## config.mk

```make
export PLATFORM = sky130hd
export DESIGN_NAME = hp_round_ctrl
export DESIGN_NICKNAME = d
export VERILOG_FILES = /design/src/rtl/hp_round_ctrl.sv
export SDC_FILE = /design/constraint.sdc
export NUM_CORES = 1
export LEC_CHECK = 0
export CORE_MARGIN = 4
export CORE_UTILIZATION = 54
export DETAILED_ROUTE_END_ITERATION = 8
export GPL_TIMING_DRIVEN = 1
export PLACE_DENSITY = 0.95
export SETUP_SLACK_MARGIN = 0.15
export SLEW_MARGIN = 20
export SYNTH_ARGS = -nofsm -noshare
export SYNTH_HDL_FRONTEND = slang
export SYNTH_SLANG_ARGS = --single-unit
```

## constraint.sdc

```tcl
create_clock -name Clk -period 7.2 [get_ports Clk]
set_input_delay 1.08 -clock Clk [delete_from_list [all_inputs] [get_ports Clk]]
set_output_delay 1.08 -clock Clk [all_outputs]
set_load 0.005 [all_outputs]
```

## src/rtl/hp_round_ctrl.sv

```systemverilog
// hp_round_ctrl: HUD round/HP sequencer; optional low-HP blink with HP_BLINK_EN
module hp_round_ctrl #(
   parameter int TOTAL_HP = 20,
   parameter int PEND_MAX = 31,
   parameter int KO_FRAMES = 120
`ifdef HP_BLINK_EN
   ,
   parameter int LOW_HP = 5,
   parameter int BLINK_FRAMES = 8
`endif
) (
   input  logic        Clk,
   input  logic        Reset,
   input  logic        frame_clk,
   input  logic        round_start,
   input  logic        hit1_valid,
   input  logic [4:0]  hit1_dmg,
   input  logic        hit2_valid,
   input  logic [4:0]  hit2_dmg,
   output logic [18:0] hp1,
   output logic [18:0] hp2,
   output logic        exist_hp,
   output logic        ko1,
   output logic        ko2,
   output logic        round_over,
   output logic        blink1,
   output logic        blink2
);
   typedef enum logic [1:0] {IDLE, FIGHT, KO, DONE} state_t;
   localparam logic [4:0] HP_FULL = 5'(TOTAL_HP);
   localparam logic [4:0] PMAX = 5'(PEND_MAX);
   localparam logic [6:0] KO_LAST = 7'(KO_FRAMES - 1);
   state_t state_q, state_n;
   logic [1:0][4:0] hp_q, hp_n, pend_q, pend_n, hit_d;
   logic [1:0][5:0] sum;
   logic [1:0] ko_q, ko_n, hit_v, drn;
   logic [6:0] cnt_q, cnt_n;
   logic exist_q, exist_n, over_q, over_n;
   logic fr_q, fr_p, tick_q;
   assign hit_v = {hit2_valid, hit1_valid};
   assign hit_d = {hit2_dmg, hit1_dmg};
   assign hp1 = {14'd0, hp_q[0]};
   assign hp2 = {14'd0, hp_q[1]};
   assign exist_hp = exist_q;
   assign ko1 = ko_q[0];
   assign ko2 = ko_q[1];
   assign round_over = over_q;
   // frame pulse edge detect: one-cycle tick on each rising edge of frame_clk
   always_ff @(posedge Clk) begin
      if (Reset) begin
         fr_q <= 1'b0;
         fr_p <= 1'b0;
         tick_q <= 1'b0;
      end else begin
         fr_q <= frame_clk;
         fr_p <= fr_q;
         tick_q <= fr_q & ~fr_p;
      end
   end
   // round state, HP and pending-damage registers
   always_ff @(posedge Clk) begin
      if (Reset) begin
         state_q <= IDLE;
         hp_q <= {HP_FULL, HP_FULL};
         pend_q <= '0;
         ko_q <= '0;
         exist_q <= 1'b0;
         cnt_q <= '0;
         over_q <= 1'b0;
      end else begin
         state_q <= state_n;
         hp_q <= hp_n;
         pend_q <= pend_n;
         ko_q <= ko_n;
         exist_q <= exist_n;
         cnt_q <= cnt_n;
         over_q <= over_n;
      end
   end
   // next state: restart, hit accumulation with per-frame drain, KO hold timing
   always_comb begin
      state_n = state_q;
      hp_n = hp_q;
      pend_n = pend_q;
      ko_n = ko_q;
      exist_n = exist_q;
      cnt_n = cnt_q;
      over_n = 1'b0;
      sum = '0;
      drn = '0;
      if (round_start) begin
         state_n = FIGHT;
         hp_n = {HP_FULL, HP_FULL};
         pend_n = '0;
         ko_n = '0;
         exist_n = 1'b1;
         cnt_n = '0;
      end else if (state_q == FIGHT) begin
         for (int i = 0; i < 2; i++) begin
            drn[i] = tick_q && pend_q[i] != '0 && hp_q[i] != '0;
            sum[i] = {1'b0, pend_q[i]} + (hit_v[i] ? {1'b0, hit_d[i]} : 6'd0) - {5'd0, drn[i]};
            hp_n[i] = hp_q[i] - {4'd0, drn[i]};
            pend_n[i] = hp_n[i] == '0 ? 5'd0 : sum[i] > {1'b0, PMAX} ? PMAX : sum[i][4:0];
         end
         if (hp_n[0] == '0 || hp_n[1] == '0) begin
            state_n = KO;
            ko_n = {hp_n[1] == '0, hp_n[0] == '0};
            cnt_n = '0;
         end
      end else if (state_q == KO && tick_q) begin
         cnt_n = cnt_q + 7'd1;
         if (cnt_q == KO_LAST) begin
            state_n = DONE;
            over_n = 1'b1;
         end
      end
   end
`ifdef HP_BLINK_EN
   logic [1:0] blk_q, on_q, elig;
   logic [1:0][7:0] bc_q;
   assign elig[0] = (state_q == FIGHT || state_q == KO) && hp_q[0] != '0 && hp_q[0] <= 5'(LOW_HP);
   assign elig[1] = (state_q == FIGHT || state_q == KO) && hp_q[1] != '0 && hp_q[1] <= 5'(LOW_HP);
   assign blink1 = blk_q[0];
   assign blink2 = blk_q[1];
   // low-HP blink: first eligible tick turns on, then toggles every BLINK_FRAMES ticks
   always_ff @(posedge Clk) begin
      if (Reset) begin
         blk_q <= '0;
         on_q <= '0;
         bc_q <= '0;
      end else begin
         for (int i = 0; i < 2; i++) begin
            if (!elig[i]) begin
               blk_q[i] <= 1'b0;
               on_q[i] <= 1'b0;
               bc_q[i] <= '0;
            end else if (tick_q && !on_q[i]) begin
               blk_q[i] <= 1'b1;
               on_q[i] <= 1'b1;
               bc_q[i] <= '0;
            end else if (tick_q && bc_q[i] == 8'(BLINK_FRAMES - 1)) begin
               blk_q[i] <= ~blk_q[i];
               bc_q[i] <= '0;
            end else if (tick_q) begin
               bc_q[i] <= bc_q[i] + 8'd1;
            end
         end
      end
   end
`else
   assign blink1 = 1'b0;
   assign blink2 = 1'b0;
`endif
endmodule

```

After elaboration in Yosys (flattened, before gate mapping):

Cells that the tools add are included.
W data, S select, Z words.

* output and inout bits: 44
* word-level logic and storage cells: 67
* register bits after elaboration: 36

* muxes and demuxes: 15
* $add $sub $neg: 7
* magnitude comparators: 2
* bitwise logic cells: 3
* reduce and logical (&&, ||, !) cells: 22
* equality and inequality tests: 5

Operators with widths (number)
* $mux W5: 6
* $mux W7: 3
* $reduce_bool A5 Y1: 4
* $add A5 B5 Y6: 2
* $gt A6 B5 Y1 const B: 2
* $sub A6 B1 Y6: 2
* $logic_not A5 Y1: 2
* $sub A5 B1 Y5: 2
* $mux W2: 4
* $add A7 B1 Y7 const B: 1
* $eq A7 B7 Y1 const B: 1
* $reduce_and A3 Y1: 2
* $reduce_bool A3 Y1: 2
* $logic_and A1 B1 Y1: 5
* $reduce_and A2 Y1: 2
* $reduce_bool A2 Y1: 2
* $reduce_or A4 Y1: 1
* $ne A3 B2 Y1 const B: 1
* $eq A2 B1 Y1 const B: 1
* $eq A2 B2 Y1 const B: 1
* $mux W1: 2
* $ne A2 B1 Y1 const B: 1
* $not A1 Y1: 2
* $reduce_or A2 Y1: 1
* 2 further kinds: 2

Longest topological paths before layout:

* depth in word-level cells: 9
* gate-level depth with buffers: 13
* mapped depth without buffers: 13

Least setup slack after synthesis:

No wires, ideal clock.

* path type: input to register
* start: input port hit1_dmg[0]
* end: register pend_q[4] (netlist name)
* path slack: 4.322 ns
* buffers on the path: 0
* arrival time: 2.745 ns
* stages on the path: 10
* setup time: 0.132 ns
* cells stage by stage: nand2_1 ha_1 inv_1 ha_1 fa_1 a21o_1 a21oi_1 xnor2_1 o311ai_0 a21oi_1

* longest elaborated chain between the ends: 6

RTL lines
* start: declaration: line 17 `input logic [4:0] hit1_dmg,`
* $mux W5 (*): line 101 `sum[i] = {1'b0, pend_q[i]} + (hit_v[i] ? {1'b0, hit_d[i]} : 6'd0) - {5'd0, drn[i]};`
* $add A5 B5 Y6 (*): line 101
* $sub A6 B1 Y6 (*): line 101
* $gt A6 B5 Y1: line 103 `pend_n[i] = hp_n[i] == '0 ? 5'd0 : sum[i] > {1'b0, PMAX} ? PMAX : sum[i][4:0];`
* $mux W5 (*) (2 in series): line 103
* end signal: assignment: line 73 `pend_q <= pend_n;`
* end: declaration: line 34 `logic [1:0][4:0] hp_q, hp_n, pend_q, pend_n, hit_d;`

Mark *: on every way between the ends. The rest lies on a longest branch, timed or not.
A chain may end at the register's enable or synchronous reset.

Worst setup path in the final report:

* start: input port hit1_valid
* end: register pend_q[4] (netlist name)

* longest elaborated chain between the ends: 6

RTL lines
* start: declaration: line 16 `input logic hit1_valid,`
* $mux W5 (*): line 101
* $add A5 B5 Y6 (*): line 101
* $sub A6 B1 Y6 (*): line 101
* $gt A6 B5 Y1: line 103
* $mux W5 (*) (2 in series): line 103

Marked as above.

==> qor.yml <==
power:
  pwr-share-comb: 0.279
  p_sw_frac: 0.299
  power.density_mw_per_mm2: 192
  switchingPower_w: 0.000160
  p_int_w: 0.000375
  seqPwrFrac: 0.397
  p_leak_nw: 1.18
  vdd_drop_max_uv: 169
  p_clk_frac: 0.324
critical_path:
  cp_slowest_cell: "clkdlybuf4s50_1"
  crit-reg2reg-launch: "pend_q[2]"
  endpoint_kind: "flip-flop"
  critPathRequiredTime_ps: 7360
  startpoint_type: "input port"
  critical_path.startpoint: "hit1_valid"
  path_buf_inv: 2
  cp.arrival_ps: 3570
  crit_type: "in -> reg"
  cpLargestDelayFamily: "adder cells"
  crit_fanout: 5
  crit_path_cell_trace: "clkdlybuf4s50_1 > nand2_1 > ha_1 > inv_1 > ha_1 > fa_1 > a21o_1 > a21oi_1 > xnor2_1 > o311ai_0 > a21oi_1"
  slowest_delay_ps: 550
yosys:
  synth-edff-count: 0
  synth-seq-cells: 36
  synth_cell_types: 41
  yosysWarnings: 0
  synth_area_sq_mm: 0.00246
  async_flop_share: 0
  synth_cells: 304
  synth_flop_cell: "dfxtp_1"
  ys_seq_area_frac: 0.292
  syn_avg_cell_area_sq_um: 8.11
timing:
  relSlewSlack: 0.559
  fin_skew_ps: 5.81
  period_needed_ps: 3420
  period_share: 0.474
  setup-tns-final_ps: 0
  finalMaxSlewViolations: 0
  hold_viol_final: 0
  setup_viol: 0
  grt_setup_unrepaired: "false"
  max_slew.worst_pin.slew_ps: 661
  fmaxAchievable_mhz: 293
floorplan:
  rows: 24
  io_pins: 60
  start_util: 0.562
  die_x_um: 75.6
  core_area_sq_mm: 0.00438
  die_area_sq_mm: 0.00571
  die_h_um: 75.6
clock_tree:
  root_buffer: "clkbuf_8"
  cts_tree: "done"
  numCtsBuffers: 5
  postCtsSetupBuffers: 0
  clk_latency_ps: 290
  cts_resized: 0
  htree_levels: 2
  clk_pin_slew_ps: 70
  max-clock-path-buffers: 2
  cts_hold_buf: 0
  numClockSinks: 36
job:
  max_cap_viol_count: 0
global_routing:
  grt_pass1_vias: 1841
  grt_use_total: 0.176
  grt_first_pass_wirelength_mm: 7.82
  grt-ovfl-total: 0
  antenna_found_initial: 0
  grt_max_degree: 26
finish:
  multiInputGateArea_sq_mm: 0.00147
  nets: 375
  fillCellCount: 353
  drive_above_1_share: 0.0390
  areaGrowthSynthToFinish_pct: 12.9
  seq_area_sq_um: 721
  diodes: 0
  final_core_util: 0.635
drt:
  viasPerCell: 5.21
  vias: 2007
  firstDrtPassIters: 4
  wl_per_cell_um: 12.4
  drt_iter0_drc: 157
  ant_nets: 0
  drt_wl_total_mm: 4.79
  drcViolationCount: 0
run_status:
  outcome: "finished clean"
place:
  gp_congestion: 0.891
  portBuffers: 29
  dp_hpwl_mm: 3.71
worst_hold_path:
  min_path_type: "reg -> reg"
  worstHoldStart: "fr_p"
-- flip-flops by register name (all words and copies together) (netlist names), 2 cells and up --
| name | flops |
|---|---|
| cnt_q | 7 |
| hp1 | 5 |
| hp2 | 5 |
| ko_q | 2 |
| pend_q | 10 |
| state_q | 2 |
-- cell type report --
class,instances,share of cell area
clock buffers,6,0.0261
clock inverters,2,0.0126
inverters,32,0.0432
multi-input cells,227,0.529
flip-flops and latches,36,0.259
well taps,52,0.0234
repair buffers,30,0.107
-- power groups by stage --
stage | clock network, W | registers, W | logic [W]
after CTS | 0.000175 | 0.000212 | 0.000148
after global routing | 0.000185 | 0.000213 | 0.000168
after detailed placement | 0 | 0.000217 | 0.000146
after global placement | 0 | 0.000216 | 0.000139
after floorplan | 0 | 0.000215 | 0.000122
final | 0.000173 | 0.000212 | 0.000149
-- worst paths after layout --
| check | cells after the start | slack, ps | to |
|---|---|---|---|
| max | 11 | 3780 | pend_q[4] |
| min | 1 | 380 | tick_q |
| max reg2reg | 13 | 4400 | pend_q[4] |
| min reg2reg | 1 | 380 | tick_q |
-- per-layer routing --
metal  GRT usage  wire length (um)  vias up
met1       0.205              2030      914
li1            -                 -     1021
met2       0.311              2390       66
met4      0.0602                55        0
met5           0                 0        -
met3      0.0488               314        6
-- cells in the mapped netlist, drive strengths merged, types with 2 or more instances --
master,n,area [sq um]
dfxtp,36,721
buf,33,243
a21oi,12,71.3
fa,2,40.0
nor2b,5,31.3
nand3,7,35.0
inv,32,120
o211ai,2,15.0
ha,25,313
xor2,15,131
nand2b,4,25.0
clkbuf,5,18.8
o311ai,2,17.5
a221oi,4,35.0
nor2,20,75.1
o21ai,6,30.0
nor3b,3,27.5
nor3,12,60.1
nand2,39,146
o31ai,5,37.5
o21a,2,15.0
nand4,4,25.0
a21o,4,30.0
xnor2,5,43.8
a211oi,7,52.6
-- stage by stage --
stage               worst slack [ps]  power (W)  area, sq um  hold WS [ps]  instances
finish                          3780   0.000535         2780           379        385
global route                    3650   0.000566         2780           407        385
global placement                3680   0.000356         2680           371        377
CTS                             3790   0.000535         2780           380        385
floorplan                       4320   0.000338         2570           367        333
detailed placement              3580   0.000363         2680           372        377
-- cell usage in the layout, fill, tap and decap left out, types with 5 or more instances in the layout --
cell type	netlist	layout
inv_1	32	32
xnor2_1	5	5
o31ai_1	5	5
nor3_1	12	12
nand3_1	7	7
a211oi_1	7	7
nor2b_1	5	5
nand2_1	39	39
clkdlybuf4s50_1	0	29
o21ai_0	6	6
a21oi_1	11	11
ha_1	25	25
nor2_1	20	20
dfxtp_1	36	36
clkbuf_8	0	5
conb_1	1	30
xor2_1	15	15
-- cells by family (layout without fill, tap and decap cells) --
logic type | count (synthesis) | in the layout | share of synthesized area
DFF | 36 | 36 | 0.292
other | 1 | 30 | 0.00152
buffers and inverters | 70 | 70 | 0.155
AOI/OAI and AO/OA | 50 | 50 | 0.145
muxes | 1 | 1 | 0.00457
and+or+nand+nor | 99 | 99 | 0.187
xor gates and xnor gates | 20 | 20 | 0.0711
adders and majority gates | 27 | 27 | 0.143
No activity file was read; power rests on OpenSTA's default activity.
